File: config.mk
export PLATFORM = sky130hd
export DESIGN_NAME = program_loader_flat
export DESIGN_NICKNAME = d
export VERILOG_FILES = /design/src/rtl/program_loader_if.sv /design/src/rtl/program_loader.sv /design/src/flat_wrapper.sv
export SDC_FILE = /design/constraint.sdc
export NUM_CORES = 1
export LEC_CHECK = 0
export ABC_AREA = 1
export CORE_ASPECT_RATIO = 0.7
export CORE_MARGIN = 1.5
export CORE_UTILIZATION = 55
export DETAILED_ROUTE_END_ITERATION = 6
export HOLD_SLACK_MARGIN = 0.02
export PLACE_DENSITY = 0.78
export SLEW_MARGIN = 20
export SYNTH_ARGS = -nofsm -noshare
export SYNTH_HDL_FRONTEND = slang
export SYNTH_SLANG_ARGS = --single-unit
File: constraint.sdc
create_clock -name CLK -period 3.8 [get_ports CLK]
set_input_delay 0.57 -clock CLK [delete_from_list [all_inputs] [get_ports CLK]]
set_output_delay 0.57 -clock CLK [all_outputs]
set_load 0.01 [all_outputs]
File: src/rtl/program_loader_if.sv
// Boot loader bundle: the byte stream in, the instruction-memory write port out, and the core-control flags.
// The slave modport is the loader; the master modport is whatever feeds it the stream and watches the results.
interface program_loader_if #(
  parameter int ADDR_W = 8
);
  logic [7:0]        in_data;
  logic              in_valid;
  logic              in_ready;
  logic              eop;
  logic              imem_we;
  logic [ADDR_W-1:0] imem_addr;
  logic [15:0]       imem_wdata;
  logic              cpu_rst_n;
  logic              load_busy;
  logic              load_err;

  modport master (
    output in_data, in_valid, eop,
    input  in_ready, imem_we, imem_addr, imem_wdata, cpu_rst_n, load_busy, load_err
  );

  modport slave (
    input  in_data, in_valid, eop,
    output in_ready, imem_we, imem_addr, imem_wdata, cpu_rst_n, load_busy, load_err
  );
endinterface

File: src/rtl/program_loader.sv
// Assembles a checksummed byte stream into 16-bit words and writes them to instruction memory.
// The core is held in reset until a complete program has passed its checksum.
module program_loader #(
  parameter int ADDR_W    = 8,
  parameter int MAX_WORDS = 256
) (
  input  logic             CLK,
  input  logic             RST,
  program_loader_if.slave  bus
);

  typedef enum logic [2:0] {
    S_HDR_LO, S_HDR_HI, S_DAT_LO, S_DAT_HI, S_CHK, S_RUN, S_ERR
  } state_e;

  localparam logic [ADDR_W:0] IDX_ONE = {{ADDR_W{1'b0}}, 1'b1};

  state_e            state_q, state_d;
  logic [15:0]       count_q, count_d;
  logic [7:0]        chk_q, chk_d;
  logic [ADDR_W:0]   idx_q, idx_d;
  logic [7:0]        lo_q, lo_d;
  logic              we_q, we_d;
  logic [ADDR_W-1:0] addr_q, addr_d;
  logic [15:0]       wdata_q, wdata_d;
  logic              cpu_rst_n_q, cpu_rst_n_d;
  logic              load_err_q, load_err_d;

  logic              in_ready;
  logic              xfer;
  logic [15:0]       hdr_n;
  logic              hdr_bad;
  logic              last_word;

  assign in_ready  = (state_q inside {S_HDR_LO, S_HDR_HI, S_DAT_LO, S_DAT_HI, S_CHK});
  assign xfer      = bus.in_valid && in_ready;
  assign hdr_n     = {bus.in_data, count_q[7:0]};
  assign hdr_bad   = (hdr_n == 16'd0) || (32'(hdr_n) > MAX_WORDS);
  // The index is one bit wider than the address so a full-size program does not wrap.
  assign last_word = (16'(idx_q) == (count_q - 16'd1));

  always_comb begin
    // NOTE: every combinational output gets a default first so no path leaves it unassigned (no latch).
    state_d   = state_q;
    count_d   = count_q;
    chk_d     = chk_q;
    idx_d     = idx_q;
    lo_d      = lo_q;
    we_d      = 1'b0;
    addr_d    = addr_q;
    wdata_d   = wdata_q;

    unique case (state_q)
      S_HDR_LO: if (xfer) begin
        count_d[7:0] = bus.in_data;
        chk_d        = bus.in_data;
        state_d      = S_HDR_HI;
      end
      S_HDR_HI: if (xfer) begin
        count_d[15:8] = bus.in_data;
        chk_d         = chk_q ^ bus.in_data;
        if (hdr_bad) begin
          state_d = S_ERR;
        end else begin
          idx_d   = '0;
          state_d = S_DAT_LO;
        end
      end
      S_DAT_LO: if (xfer) begin
        lo_d    = bus.in_data;
        chk_d   = chk_q ^ bus.in_data;
        state_d = S_DAT_HI;
      end
      S_DAT_HI: if (xfer) begin
        chk_d   = chk_q ^ bus.in_data;
        we_d    = 1'b1;
        addr_d  = idx_q[ADDR_W-1:0];
        wdata_d = {bus.in_data, lo_q};
        if (last_word) begin
          state_d = S_CHK;
        end else begin
          idx_d   = idx_q + IDX_ONE;
          state_d = S_DAT_LO;
        end
      end
      S_CHK: if (xfer) begin
        state_d = (bus.in_data == chk_q) ? S_RUN : S_ERR;
      end
      S_RUN: if (bus.eop) begin
        state_d = S_HDR_LO;
      end
      S_ERR:   state_d = S_ERR;
      default: state_d = S_HDR_LO;
    endcase

    // The core runs only while the loader sits in RUN; the error flag tracks entry to ERR.
    cpu_rst_n_d = (state_d == S_RUN);
    load_err_d  = (state_d == S_ERR);
  end

  always_ff @(posedge CLK or negedge RST) begin
    if (!RST) begin
      state_q     <= S_HDR_LO;
      count_q     <= '0;
      chk_q       <= '0;
      idx_q       <= '0;
      lo_q        <= '0;
      we_q        <= 1'b0;
      addr_q      <= '0;
      wdata_q     <= '0;
      cpu_rst_n_q <= 1'b0;
      load_err_q  <= 1'b0;
    end else begin
      // NOTE: non-blocking assignments so every flop samples the pre-edge value of the others.
      state_q     <= state_d;
      count_q     <= count_d;
      chk_q       <= chk_d;
      idx_q       <= idx_d;
      lo_q        <= lo_d;
      we_q        <= we_d;
      addr_q      <= addr_d;
      wdata_q     <= wdata_d;
      cpu_rst_n_q <= cpu_rst_n_d;
      load_err_q  <= load_err_d;
    end
  end

  assign bus.in_ready   = in_ready;
  assign bus.imem_we    = we_q;
  assign bus.imem_addr  = addr_q;
  assign bus.imem_wdata = wdata_q;
  assign bus.cpu_rst_n  = cpu_rst_n_q;
  assign bus.load_busy  = (state_q inside {S_HDR_HI, S_DAT_LO, S_DAT_HI, S_CHK});
  assign bus.load_err   = load_err_q;

endmodule

File: src/flat_wrapper.sv
// flat-port wrapper written by rule: the top's interface ports become plain ports
module program_loader_flat 
#(
  parameter int ADDR_W    = 8,
  parameter int MAX_WORDS = 256
)
  (CLK, RST, bus_in_data, bus_in_valid, bus_eop, bus_in_ready, bus_imem_we, bus_imem_addr, bus_imem_wdata, bus_cpu_rst_n, bus_load_busy, bus_load_err);
  program_loader_if #(.ADDR_W(ADDR_W)) bus_i ();
  input  logic CLK;
  input  logic RST;
  input wire logic [$bits(bus_i.in_data)-1:0] bus_in_data;
  input wire logic [$bits(bus_i.in_valid)-1:0] bus_in_valid;
  input wire logic [$bits(bus_i.eop)-1:0] bus_eop;
  output wire logic [$bits(bus_i.in_ready)-1:0] bus_in_ready;
  output wire logic [$bits(bus_i.imem_we)-1:0] bus_imem_we;
  output wire logic [$bits(bus_i.imem_addr)-1:0] bus_imem_addr;
  output wire logic [$bits(bus_i.imem_wdata)-1:0] bus_imem_wdata;
  output wire logic [$bits(bus_i.cpu_rst_n)-1:0] bus_cpu_rst_n;
  output wire logic [$bits(bus_i.load_busy)-1:0] bus_load_busy;
  output wire logic [$bits(bus_i.load_err)-1:0] bus_load_err;
  assign bus_i.in_data = bus_in_data;
  assign bus_i.in_valid = bus_in_valid;
  assign bus_i.eop = bus_eop;
  assign bus_in_ready = bus_i.in_ready;
  assign bus_imem_we = bus_i.imem_we;
  assign bus_imem_addr = bus_i.imem_addr;
  assign bus_imem_wdata = bus_i.imem_wdata;
  assign bus_cpu_rst_n = bus_i.cpu_rst_n;
  assign bus_load_busy = bus_i.load_busy;
  assign bus_load_err = bus_i.load_err;
  program_loader #(.ADDR_W(ADDR_W), .MAX_WORDS(MAX_WORDS)) u_core (.CLK(CLK), .RST(RST), .bus(bus_i));
endmodule
# After elaboration in Yosys (flattened, before gate mapping)
# Cells that the tools add are included.
[word_totals] in_bits=12 romBits=0 latchBits=0 reg_bits=71 wordCells=66 mem_count=0 mem_bits_rw=0
[op_classes] addsub=2 n_shift=0 div_mod_pow=0 n_reduce_logical=15 bitwise_logic=1 multipliers=0 eq_ne=16 magnitude_cmp=1 muxes=20
[op_table] op="2-to-1 mux 9 bit" n=4
[op_table] op="2-to-1 mux 3 bit" n=8
[op_table] op="one-hot mux 3 bit (7 select lines)" n=1
[op_table] op="one-hot mux 9 bit (2 select lines)" n=1
[op_table] op="equality test 9 x 16 -> 1 bit" n=1
[op_table] op="greater-than comparator 16 x 9 -> 1 bit, second input constant" n=1
[op_table] op="zero test 16 bit" n=1
[op_table] op="2-to-1 mux 8 bit" n=2
[op_table] op="one-hot mux 8 bit (2 select lines)" n=1
[op_table] op="subtractor 16 x 1 -> 16 bit, second input constant" n=1
[op_table] op="equality test 3 bit, second input constant" n=5
[op_table] op="adder 9 x 1 -> 9 bit, second input constant" n=1
[op_table] op="equality test 8 bit" n=1
[op_table] op="!= test 2 x 1 -> 1 bit, second input constant" n=4
[op_table] op="AND reduction 2 bit" n=4
[op_table] op="bitwise XOR 8 bit" n=1
[op_table] op="equality test 3 x 2 -> 1 bit, second input constant" n=2
[op_table] op="AND reduction 5 bit" n=1
[op_table] op="nonzero test 5 bit" n=1
[op_table] op="!= test 2 bit, second input constant" n=2
[op_table] op="nonzero test 2 bit" n=2
[op_table] op="nonzero test 4 bit" n=1
[op_table] op="equality test 3 x 1 -> 1 bit, second input constant" n=1
[op_table] op="zero test 3 bit" n=1
[op_table] op="6 further kinds" n=7

# Logic depth before layout (Yosys ltp)
[logic_depth] ltp_word=6 depth_mapped=17

# Worst setup path before layout
# OpenSTA, ideal clock, no wires.
[synth_path] path_kind="register -> register" from="register u_core.count_q[0]" to="register u_core.idx_q[7]" period_less_slack_ns=1.863 stages_incl_launch_ff=15 required_ns=3.682 n_path_buf=1 arrival_time_ns=1.745 path_slack_ns=1.937 path_cell_list="dfrtp_1 inv_2 ha_1 nand2_2 nor2_4 nand3_1 nand2_1 nand3_2 nor2_2 nand3_2 nand2_2 nand2_4 buf_6 nand2_2 o21ai_2"
[synth_via] elab_chain_cells=4
[synth_rtl] item="start, declared" line_no="program_loader.sv:19" text="logic [15:0] count_q, count_d;"
[synth_rtl] item="start signal, assigned" line_no="program_loader.sv:116" text="count_q <= count_d;"
[synth_rtl] item="subtractor 16 x 1 -> 16 bit (tied with other cells)" line_no="program_loader.sv:40" text="assign last_word = (16'(idx_q) == (count_q - 16'd1));"
[synth_rtl] item="equality test 9 x 16 -> 1 bit or logical OR 1 bit (tied branches)" line_no="program_loader.sv:40, program_loader.sv:38"
[synth_rtl] item="!= test 2 bit (no line)"
[synth_rtl] item="AND reduction 5 bit (no line) *"
[synth_rtl] item="end signal, assigned" line_no="program_loader.sv:118" text="idx_q <= idx_d;"
[synth_rtl] item="end, declared" line_no="program_loader.sv:21" text="logic [ADDR_W:0] idx_q, idx_d;"
# Mark *: on every way between the ends. The rest lies on a longest branch, timed or not.
# A chain may end at the register's enable or synchronous reset.

# Worst setup path in the final report
[layout_path] from="register u_core.state_q[2]" to="output port bus_load_busy"
[layout_via] elab_chain_cells=2
[layout_rtl] item="start, declared" line_no="program_loader.sv:18" text="state_e state_q, state_d;"
[layout_rtl] item="start signal, assigned" line_no="program_loader.sv:115" text="state_q <= state_d;"
[layout_rtl] item="equality test 3 x 1 -> 1 bit (tied with other cells)" line_no="program_loader.sv:133" text="assign bus.load_busy = (state_q inside {S_HDR_HI, S_DAT_LO, S_DAT_HI, S_CHK});"
[layout_rtl] item="nonzero test 4 bit *" line_no="program_loader.sv:133"
[layout_rtl] item="end, declared" line_no="flat_wrapper.sv:19" text="output wire logic [$bits(bus_i.load_busy)-1:0] bus_load_busy;"
# Marked as above.

==> results.json <==
{
  "timing.slew.headroom_pct": 49.9,
  "setup_ws_ns": 0.956,
  "port_buffers": 40,
  "start_util_pct": 58.3,
  "io_pins": 41,
  "drtAntennaViolNets": 0,
  "syn_avg_cell_area_sq_um": 7.92,
  "ys_ff_latch": 71,
  "num_vias": 3215,
  "synthFlopType": "dfrtp_1",
  "dpl-instance-area_sq_um": 4210,
  "p_int_uw": 1950,
  "seqCellArea_sq_um": 1780,
  "p_switching_uw": 1430,
  "antenna_found_initial": 0,
  "cp_max_fo": 10,
  "synthTopCellsByCount": "144 x nand2_1, 71 x dfrtp_1, 42 x inv_1",
  "grt_pass1_vias": 3251,
  "yosys_warnings": 0,
  "min_path_type": "primary input to async pin",
  "critPathTopFamily": "buffers and inverters",
  "critPathCaptureType": "primary output",
  "wirelength_um": 8910,
  "htreeDepth": 3,
  "dpl.hpwl_um": 6800,
  "peakVddDrop_uv": 419,
  "crit_slowest_cell": "clkdlybuf4s50_1",
  "cts_resized": 0,
  "p_leak_uw": 0.00209,
  "grt_usage_pct": 27.6,
  "tightest_slew_ns": 0.749,
  "yosys.area.top_type": "dfrtp_1",
  "power.share.clock_pct": 15.2,
  "fin_crit_sh_pct": 74.8,
  "clock-sinks": 71,
  "multi_input_area_sq_um": 1680,
  "crit_path_start_kind": "flip-flop",
  "yosysTopAreaCellShare_pct": 47.9,
  "finalHoldViolations": 0,
  "syn_inst": 469,
  "cts_tree": "built",
  "nFillCells": 544,
  "die_h_um": 71.7,
  "grt_pass1_wl_um": 15500,
  "hold_ws_ns": 0.261,
  "pwr-share-comb_pct": 45.9,
  "area_growth_pct": 17.7,
  "setup-violations-final": 0,
  "diodes": 0,
  "cp_cell_sequence": "nor2_1 > clkinv_1 > nand4_1 > clkdlybuf4s50_1",
  "initialDrtViolationCount": 207,
  "fin_crit_ns": 2.84,
  "critPathBufInv": 2,
  "maxCapViolations": 0,
  "slowest_delay_ns": 0.56,
  "grt_max_degree": 51,
  "preCtsSetupSlack_ns": 1.08,
  "core_sq_um": 6370,
  "ys_seq_area_share_pct": 47.9,
  "die_area_sq_um": 7260,
  "num_rows": 24,
  "yosysMostFrequentCell": "nand2_1",
  "critPathKind": "flip-flop to primary output",
  "drc": 0,
  "power_frac_seq_pct": 38.8,
  "fin_tns_setup_ns": 0,
  "cts_buffers": 9,
  "worstSetupPathDepth": 4,
  "cts_setup_buffers": 0,
  "clockRootBuffer": "clkbuf_8",
  "fmax_ghz": 0.352,
  "vias_per_cell": 5.28,
  "slew_violations": 0,
  "critPathArrivalTime_ns": 2.27,
  "p_per_area_nw_per_um2": 775,
  "fin_util_pct": 68.7,
  "synth_nets": 483,
  "status": "completed",
  "die_x_um": 101,
  "synth-async-reset-ratio_pct": 100,
  "cts.hold.buffers_added": 0,
  "clockBufferDepth": 2,
  "clk_latency_ns": 0.34,
  "p_sw_share_pct": 42.3,
  "synthDistinctLibCells": 30,
  "clkSlewWorstSetupHoldPaths_ns": 0.07,
  "cp.required_ns": 3.23,
  "worstRegToRegCells": 10,
  "place.gp.congestion": 0.973,
  "synth_area_leaders": "dfrtp_1 48%, nand2_1 15%, o21ai_0 4.7%",
  "design_area_sq_um": 4370,
  "layout-drive-gt1-share_pct": 11.8,
  "nets": 528,
  "rsz0062_at_grt": "no",
  "synth-edff-count": 0,
  "wl_per_cell_um": 14.6,
  "finClkSkew_ns": 0.00414,
  "synthesis.area_sq_um": 3710,
  "dr.pass1.iters": 4,
  "globalRouteOverflowTotal": 0
}
## cells by family after synthesis
family,after synthesis,share of synthesized area (%)
buf+inv,66,6.98
xor+xnor,28,6.61
flops,71,47.9
simple gates,243,28.8
compound gates,59,9.10
fa+ha+maj,2,0.674
## sequential cells by signal, summed over array words and instances (netlist names), 3 cells and up
register / count
u_core.chk_q: 8
u_core.lo_q: 8
u_core.bus.imem_addr: 8
u_core.count_q: 16
u_core.bus.imem_wdata: 16
u_core.state_q: 3
u_core.idx_q: 9
## layout by cell type, fill, tap and decap left out, drive strengths merged
| master | count |
|---|---|
| o21ai | 43 |
| ha | 2 |
| inv | 54 |
| a211oi | 1 |
| clkinv | 5 |
| clkbuf | 11 |
| nor3 | 4 |
| a21oi | 6 |
| xor2 | 20 |
| nand2 | 152 |
| dfrtp | 71 |
| nand3 | 31 |
| clkdlybuf4s50 | 39 |
| o22ai | 8 |
| nand4 | 5 |
| buf | 5 |
| nor3b | 1 |
| clkinvlp | 1 |
| a21boi | 1 |
| xnor2 | 8 |
| nor2 | 50 |
## power by group through the flow
stage | clock (uW) | combinational, uW | sequential (uW)
floorplan | 0 | 986 | 1310
global placement | 0 | 1480 | 1310
detailed placement | 0 | 1550 | 1320
CTS | 528 | 1550 | 1310
global route | 566 | 1740 | 1350
finish | 516 | 1560 | 1310
## path summary, 6_finish.rpt
check | endpoint | from | slack, ns
hold / removal | u_core.count_q[0] | RST | 0.26
min in group CLK | u_core.bus.imem_wdata[0] | u_core.bus.imem_wdata[0] | 0.48
setup / recovery | bus_load_busy | u_core.state_q[2] | 0.96
hold reg to reg | u_core.bus.imem_wdata[0] | u_core.bus.imem_wdata[0] | 0.48
max in group asynchronous | u_core.lo_q[0] | RST | 2.86
setup reg to reg | u_core.idx_q[2] | u_core.state_q[0] | 1.35
## worst register-to-register path: cells and delay by family, from the launching register on
| family | cells | cell delay, ns |
|---|---|---|
| buffers and inverters | 3 | 0.26 |
| AOI/OAI and AO/OA | 1 | 0.06 |
| and+or+nand+nor | 6 | 1.65 |
| DFF | 1 | 0.41 |
## layer usage
metal | up-vias | global-route usage (%) | routed length (um)
li1 | 1563 | - | -
met3 | 14 | 7.12 | 551
met1 | 1534 | 39.2 | 4160
met4 | 0 | 6.79 | 104
met5 | - | 0 | 0
met2 | 104 | 42.8 | 4090
## cell type report
| class | instances | area share, % |
|---|---|---|
| Sequential cell | 71 | 40.7 |
| Multi-Input combinational cell | 332 | 38.4 |
| Timing Repair Buffer | 44 | 9.79 |
| Inverter | 56 | 4.84 |
| Clock buffer | 11 | 3.24 |
| Tap cell | 91 | 2.61 |
| Clock inverter | 4 | 0.515 |
## stage by stage
stage / cells / power, uW
global route: 609 / 3660
global placement: 594 / 2790
finish: 609 / 3390
detailed placement: 594 / 2870
CTS: 609 / 3390
floorplan: 469 / 2300
No activity file was read; power rests on OpenSTA's default activity.
